===== config.mk =====
export PLATFORM = sky130hd
export DESIGN_NAME = pipe_stage
export DESIGN_NICKNAME = d
export VERILOG_FILES = /design/src/rtl/pipe_stage.sv
export SDC_FILE = /design/constraint.sdc
export NUM_CORES = 1
export LEC_CHECK = 0
export BUFFER_PORTS_ARGS = -buffer_cell sky130_fd_sc_hd__buf_2
export CAP_MARGIN = 20
export CORE_ASPECT_RATIO = 0.5
export CORE_UTILIZATION = 35
export DETAILED_ROUTE_END_ITERATION = 7
export PLACE_DENSITY = 0.66
export REMOVE_ABC_BUFFERS = 1
export SLEW_MARGIN = 30
export SYNTH_ARGS = -nofsm -noshare
export SYNTH_HDL_FRONTEND = slang
export SYNTH_SLANG_ARGS = --single-unit

===== constraint.sdc =====
create_clock -name clk -period 5.9 [get_ports clk]
set_input_delay 0 -clock clk [delete_from_list [all_inputs] [get_ports clk]]
set_output_delay 0 -clock clk [all_outputs]
set_load 0.005 [all_outputs]

===== src/rtl/pipe_stage.sv =====
// Valid/ready pipeline register carrying a PC + instruction pair with flush.
// Define PIPE_STAGE_SKID_EN for the two-entry build with a registered in_ready.
module pipe_stage #(
    parameter int                 PC_W      = 32,
    parameter int                 INSTR_W   = 32,
    parameter logic [INSTR_W-1:0] NOP_INSTR = '0
) (
    input  logic               clk,
    input  logic               rst,
    input  logic               flush,
    input  logic               in_valid,
    output logic               in_ready,
    input  logic [PC_W-1:0]    in_pc,
    input  logic [INSTR_W-1:0] in_instr,
    output logic               out_valid,
    input  logic               out_ready,
    output logic [PC_W-1:0]    out_pc,
    output logic [INSTR_W-1:0] out_instr,
    output logic [1:0]         occ
);

    logic               main_valid_q, main_valid_d;
    logic [PC_W-1:0]    main_pc_q, main_pc_d;
    logic [INSTR_W-1:0] main_instr_q, main_instr_d;
    logic               in_xfer;
    logic               out_xfer;

    assign in_xfer  = in_valid && in_ready && !flush;
    assign out_xfer = main_valid_q && out_ready;

    // Data fields are masked when empty so stale payloads never leak out.
    assign out_valid = main_valid_q;
    assign out_pc    = main_valid_q ? main_pc_q : '0;
    assign out_instr = main_valid_q ? main_instr_q : NOP_INSTR;

`ifdef PIPE_STAGE_SKID_EN
    logic               skid_valid_q, skid_valid_d;
    logic [PC_W-1:0]    skid_pc_q, skid_pc_d;
    logic [INSTR_W-1:0] skid_instr_q, skid_instr_d;
    logic               in_ready_q;

    always_comb begin
        main_valid_d = main_valid_q;
        main_pc_d    = main_pc_q;
        main_instr_d = main_instr_q;
        skid_valid_d = skid_valid_q;
        skid_pc_d    = skid_pc_q;
        skid_instr_d = skid_instr_q;
        if (flush) begin
            main_valid_d = 1'b0;
            skid_valid_d = 1'b0;
        end else if (out_xfer) begin
            // in_ready is low whenever the skid is full, so no arrival can collide here
            if (skid_valid_q) begin
                main_valid_d = 1'b1;
                main_pc_d    = skid_pc_q;
                main_instr_d = skid_instr_q;
                skid_valid_d = 1'b0;
            end else begin
                main_valid_d = in_xfer;
                main_pc_d    = in_pc;
                main_instr_d = in_instr;
            end
        end else if (in_xfer) begin
            if (!main_valid_q) begin
                main_valid_d = 1'b1;
                main_pc_d    = in_pc;
                main_instr_d = in_instr;
            end else begin
                skid_valid_d = 1'b1;
                skid_pc_d    = in_pc;
                skid_instr_d = in_instr;
            end
        end
    end

    always_ff @(posedge clk) begin
        if (rst) begin
            main_valid_q <= 1'b0;
            skid_valid_q <= 1'b0;
            in_ready_q   <= 1'b1;
        end else begin
            main_valid_q <= main_valid_d;
            skid_valid_q <= skid_valid_d;
            in_ready_q   <= !skid_valid_d;
        end
    end

    always_ff @(posedge clk) begin
        main_pc_q    <= main_pc_d;
        main_instr_q <= main_instr_d;
        skid_pc_q    <= skid_pc_d;
        skid_instr_q <= skid_instr_d;
    end

    assign in_ready = in_ready_q;
    assign occ      = {1'b0, main_valid_q} + {1'b0, skid_valid_q};
`else
    always_comb begin
        main_valid_d = main_valid_q;
        main_pc_d    = main_pc_q;
        main_instr_d = main_instr_q;
        if (flush) begin
            main_valid_d = 1'b0;
        end else if (in_xfer) begin
            main_valid_d = 1'b1;
            main_pc_d    = in_pc;
            main_instr_d = in_instr;
        end else if (out_xfer) begin
            main_valid_d = 1'b0;
        end
    end

    always_ff @(posedge clk) begin
        if (rst) begin
            main_valid_q <= 1'b0;
        end else begin
            main_valid_q <= main_valid_d;
        end
    end

    always_ff @(posedge clk) begin
        main_pc_q    <= main_pc_d;
        main_instr_q <= main_instr_d;
    end

    assign in_ready = !main_valid_q || out_ready;
    assign occ      = {1'b0, main_valid_q};
`endif

endmodule


After elaboration in Yosys (flattened, before gate mapping) --
Cells that the tools add are included.
Storage, ports and cells: register bits after elaboration 65, word-level logic and storage cells 17
Cells by class: multiplexer cells 4, bitwise gates (word level) 1, reductions and logical operators 9
Operators by type and width (count):
- two-way mux 32 bit | 2
- logical AND 1 bit | 3
- zero test 1 bit | 2
- two-way mux 1 bit | 2
- AND reduction 2 bit | 1
- nonzero test 2 bit | 1
- OR reduction 2 bit | 1
- logical OR 1 bit | 1
- inverter 1 bit | 1

Logic depth before layout (Yosys ltp) --
word-level depth 5, mapped depth 3

Worst setup path before layout --
No wires, ideal clock.
path type register to register, start point reg main_valid_q, in the netlist out_valid, end point reg main_instr_q[0], enable pin, cell stages (with the launch flop) 3, period minus slack after synthesis 5721 ps, data arrival time 5143 ps, setup slack 179 ps, setup time 578 ps, data required time 5322 ps, cell sequence dfxtp_1 > nand2b_1 > nor3b_1
Between the ends: longest elaborated chain between the ends 5
Ends and longest elaborated chain:
- start: declaration | line 22 | logic main_valid_q, main_valid_d;
- start signal: assignment | line 118 | main_valid_q <= main_valid_d;
- zero test 1 bit | line 127 | assign in_ready = !main_valid_q || out_ready;
- logical OR 1 bit | line 127
- net in_ready | line 12 | output logic in_ready,
- logical AND 1 bit (2 in series) | line 28 | assign in_xfer = in_valid && in_ready && !flush;
- net in_xfer | line 25 | logic in_xfer;
- AND reduction 2 bit (no source line)
- end signal: assignment | line 124 | main_instr_q <= main_instr_d;
- end: declaration | line 24 | logic [INSTR_W-1:0] main_instr_q, main_instr_d;
The timed path passes the listed nets, and every way through them passes these cells. A chain may end at the register's enable or synchronous reset.

Final worst setup path --
start point reg main_valid_q, in the netlist out_valid, end point reg main_instr_q[31], enable pin
Between the ends: longest elaborated chain between the ends 5
Ends and longest elaborated chain (line):
- zero test 1 bit | 127
- logical OR 1 bit | 127
- logical AND 1 bit (2 in series) | 28
- net in_xfer | 25
- AND reduction 2 bit (no source line)
The timed path passes the listed nets, and every way through them passes these cells.

==> impl_metrics.csv <==
group,metric,value,unit
outcome,status,"finished clean",
final_layout,area_delta_synth_final,72.35,%
sta,finalHoldViolations,0,
logic_synthesis,synth_area_leaders,"sky130_fd_sc_hd__edfxtp_1 79%, sky130_fd_sc_hd__and2_1 17%, sky130_fd_sc_hd__buf_2 1.4%, sky130_fd_sc_hd__dfxtp_1 0.83%, sky130_fd_sc_hd__buf_4 0.62%",
clock_network,cts_tree,"yes",
place,placed_cell_area,3177,µm²
setup_path,crit_arrival,1.63,ns
place,dp_hpwl,3663,µm
setup_path,crit-reg2reg-capture,"main_instr_q[31]",
sta,timing.slew.headroom,47.51,%
place,port_buffers,135,
die,chipHeight,60.81,µm
route,drc_viols,0,
clock_network,clockRootBuffer,"sky130_fd_sc_hd__clkbuf_16",
global_route,grt_first_pass_wirelength,9315,µm
pwr,comb_power_share,7.8,%
sta,setup_viol,0,
sta,max_freq,594.1,MHz
clock_network,clkTransAtPathRegs,0.05,ns
setup_path,critical_path_origin,"out_valid",
pwr,intPower,1001,µW
global_route,via_count_of_the_first_global_routing_pass,1971,
logic_synthesis,synthArstFlopShare,0,%
route,dr_total_vias,1861,
sta,rsz0062_at_grt,"no",
setup_path,timing.setup.critical_path_class,"flip-flop to flip-flop",
setup_path,setup.reg_to_reg.worst_slack,4.22,ns
route,viasPerCell,4.220,
sta,slew_viol_final,0,
route,postRouteAntennaNets,0,
final_layout,instances_no_fill,441,
setup_path,r2r_cells,3,
die,initial_core_util,38.09,%
route,routedWlPerCell,14.06,µm
clock_network,cts_buffers,9,
logic_synthesis,yosysWarnings,0,
run,maxCapViolCount,0,
setup_path,worstPathMaxFanout,64,
logic_synthesis,mappedNetlistArea,2421,µm²
setup_path,type_of_element_capturing_the_critical_path,"flip-flop",
worst_hold_path,holdCritPathClass,"input pin to output port",
setup_path,r2r_start,"out_valid",
pwr,swShare,18.13,%
clock_network,cts.sink_count,65,
sta,worst_pin_slew,0.7873,ns
route,wirelength,6200,µm
worst_hold_path,timing.hold.worst.start,"out_ready",
sta,final.period_utilization,28.53,%
logic_synthesis,number_of_enable_type_register_cells_in_the_synthesized_netlist,64,
die,core_area,6356,µm²
route,drt-initial-drc-count,113,
global_route,largest_net_degree_at_the_start_of_global_routing,67,
global_route,overall_track_demand_over_capacity_in_global_routing,17.35,%
logic_synthesis,synth_sequential_area_ratio,80.21,%
logic_synthesis,netlist-cell-type-count,10,
sta,fin_crit,1.683,ns
final_layout,antenna_cells_inserted,0,
final_layout,design.final.nets,417,
place,place_congestion,0.7461,
logic_synthesis,synth_largest_type_area_fraction,79.38,%
die,rows,20,
route,detailedRoute.firstPassIterationCount,6,
setup_path,required,5.85,ns
setup_path,startpoint_type_of_the_worst_setup_path,"flip-flop",
logic_synthesis,synth_seq_cells,65,
global_route,overflow,0,
logic_synthesis,synth_top_flop_cell,"sky130_fd_sc_hd__edfxtp_1",
logic_synthesis,yosysTopAreaCell,"sky130_fd_sc_hd__edfxtp_1",
pwr,net_sw_power,221.6,µW
clock_network,clk-insertion-delay-late,0.32,ns
die,chipWidth,119.6,µm
pwr,power_per_cell_area,292.9,nW/µm²
die,dieArea,7274,µm²
final_layout,layout.cell_area.non_filler,4173,µm²
clock_network,ctsLongestPathBuffers,2,
setup_path,endpoint,"main_instr_q[31]",
pwr,clock_power_share,48.3,%
place,place.detailed.instances,359,
die,design.portCount,137,
logic_synthesis,average_instance_area_after_synthesis,16.93,µm²
final_layout,share_of_final_layout_standard_cells_stronger_than_drive_strength_1,43.06,%
logic_synthesis,post_synth_inst_count,143,
pwr,leakagePower,0.001881,µW
logic_synthesis,yosys-top-cells-count,"64 x sky130_fd_sc_hd__and2_1, 64 x sky130_fd_sc_hd__edfxtp_1, 7 x sky130_fd_sc_hd__buf_2",
global_route,antenna_found_initial,0,
pwr,power_frac_seq,43.8,%
pwr,worst_ir_drop_vdd,0.1550,mV
sta,timing.hold.ws,0.3518,ns
clock_network,clock_tree.htree_level_count,3,
sta,timing.clock.skew,0.003887,ns
==> power groups by stage <==
stage	Clock [µW]	Combinational, µW	Sequential, µW
floorplan	0	17.5	548
global placement	0	58.8	544
detailed placement	0	61.1	545
CTS	597	95.1	536
global route	615	104	537
finish	591	95.6	536
==> cells by family after synthesis <==
kind of cell | Yosys count | share of synthesized area [%]
buf+inv | 10 | 2.222
flops | 65 | 80.21
simple gates | 66 | 17.11
other cells | 1 | 0.1549
compound gates | 1 | 0.3102
==> worst min-delay path by stage <==
stage / to / depth (start not counted)
4_1_cts: in_ready / 3
3_3_place_gp: out_valid / 2
5_1_grt: in_ready / 3
2_1_floorplan: out_valid / 1
6_report: in_ready / 3
3_5_place_dp: main_instr_q[27] / 1
==> placed cells by master (no fill, tap or decap), drive strengths merged <==
| master | instances |
|---|---|
| buf | 137 |
| and2 | 64 |
| nor3b | 1 |
| inv | 1 |
| edfxtp | 64 |
| conb | 1 |
| dfxtp | 1 |
| clkbuf | 10 |
| clkinvlp | 1 |
| a211oi | 1 |
| bufinv | 3 |
| clkinv | 2 |
| nand2b | 1 |
| dlygate4sd3 | 66 |
==> metrics by stage <==
step	total power, µW	utilization [%]	setup TNS (ns)	setup WS, ns
global placement	602.4	49.98	0	4.338
global route	1256	65.65	0	4.163
floorplan	565.7	-	-20.30	-0.3171
detailed placement	605.8	49.98	0	4.248
CTS	1227	65.65	0	4.235
finish	1222	65.65	0	4.217
==> worst max-delay path, cell delays in order, from the launching register on <==
cell	delay, ns
sky130_fd_sc_hd__dfxtp_1	0.31
sky130_fd_sc_hd__nand2b_1	0.11
sky130_fd_sc_hd__nor3b_2	0.20
sky130_fd_sc_hd__buf_4	0.66
==> routing by layer <==
layer  vias to the layer above  global-route usage (%)  wire length (µm)
met5                         -                       0                 0
met4                         0                   10.00               169
met3                        17                   6.015               281
met2                        53                   33.11              3541
met1                       890                   17.27              2209
li1                        901                       -                 -
==> final cells by class <==
type / instances / area (µm²)
repair buffers: 203 / 1351
flip-flops and latches: 65 / 1942
multi-input cells: 68 / 430.4
inverters: 1 / 3.754
fillers: 470 / 2183
well taps: 88 / 110.1
clock buffers: 10 / 229.0
clock inverters: 6 / 106.4
==> sequential cells by signal, summed over array words and instances (netlist names) <==
name / count
main_pc_q: 32
out_valid: 1
main_instr_q: 32
==> what timing repair did <==
item,CTS,global route
hold buffers,66,0
resized for setup,0,0
endpoints found under the hold margin,65,0
buffers inserted,0,0
Power figures use the tool's default switching activity.
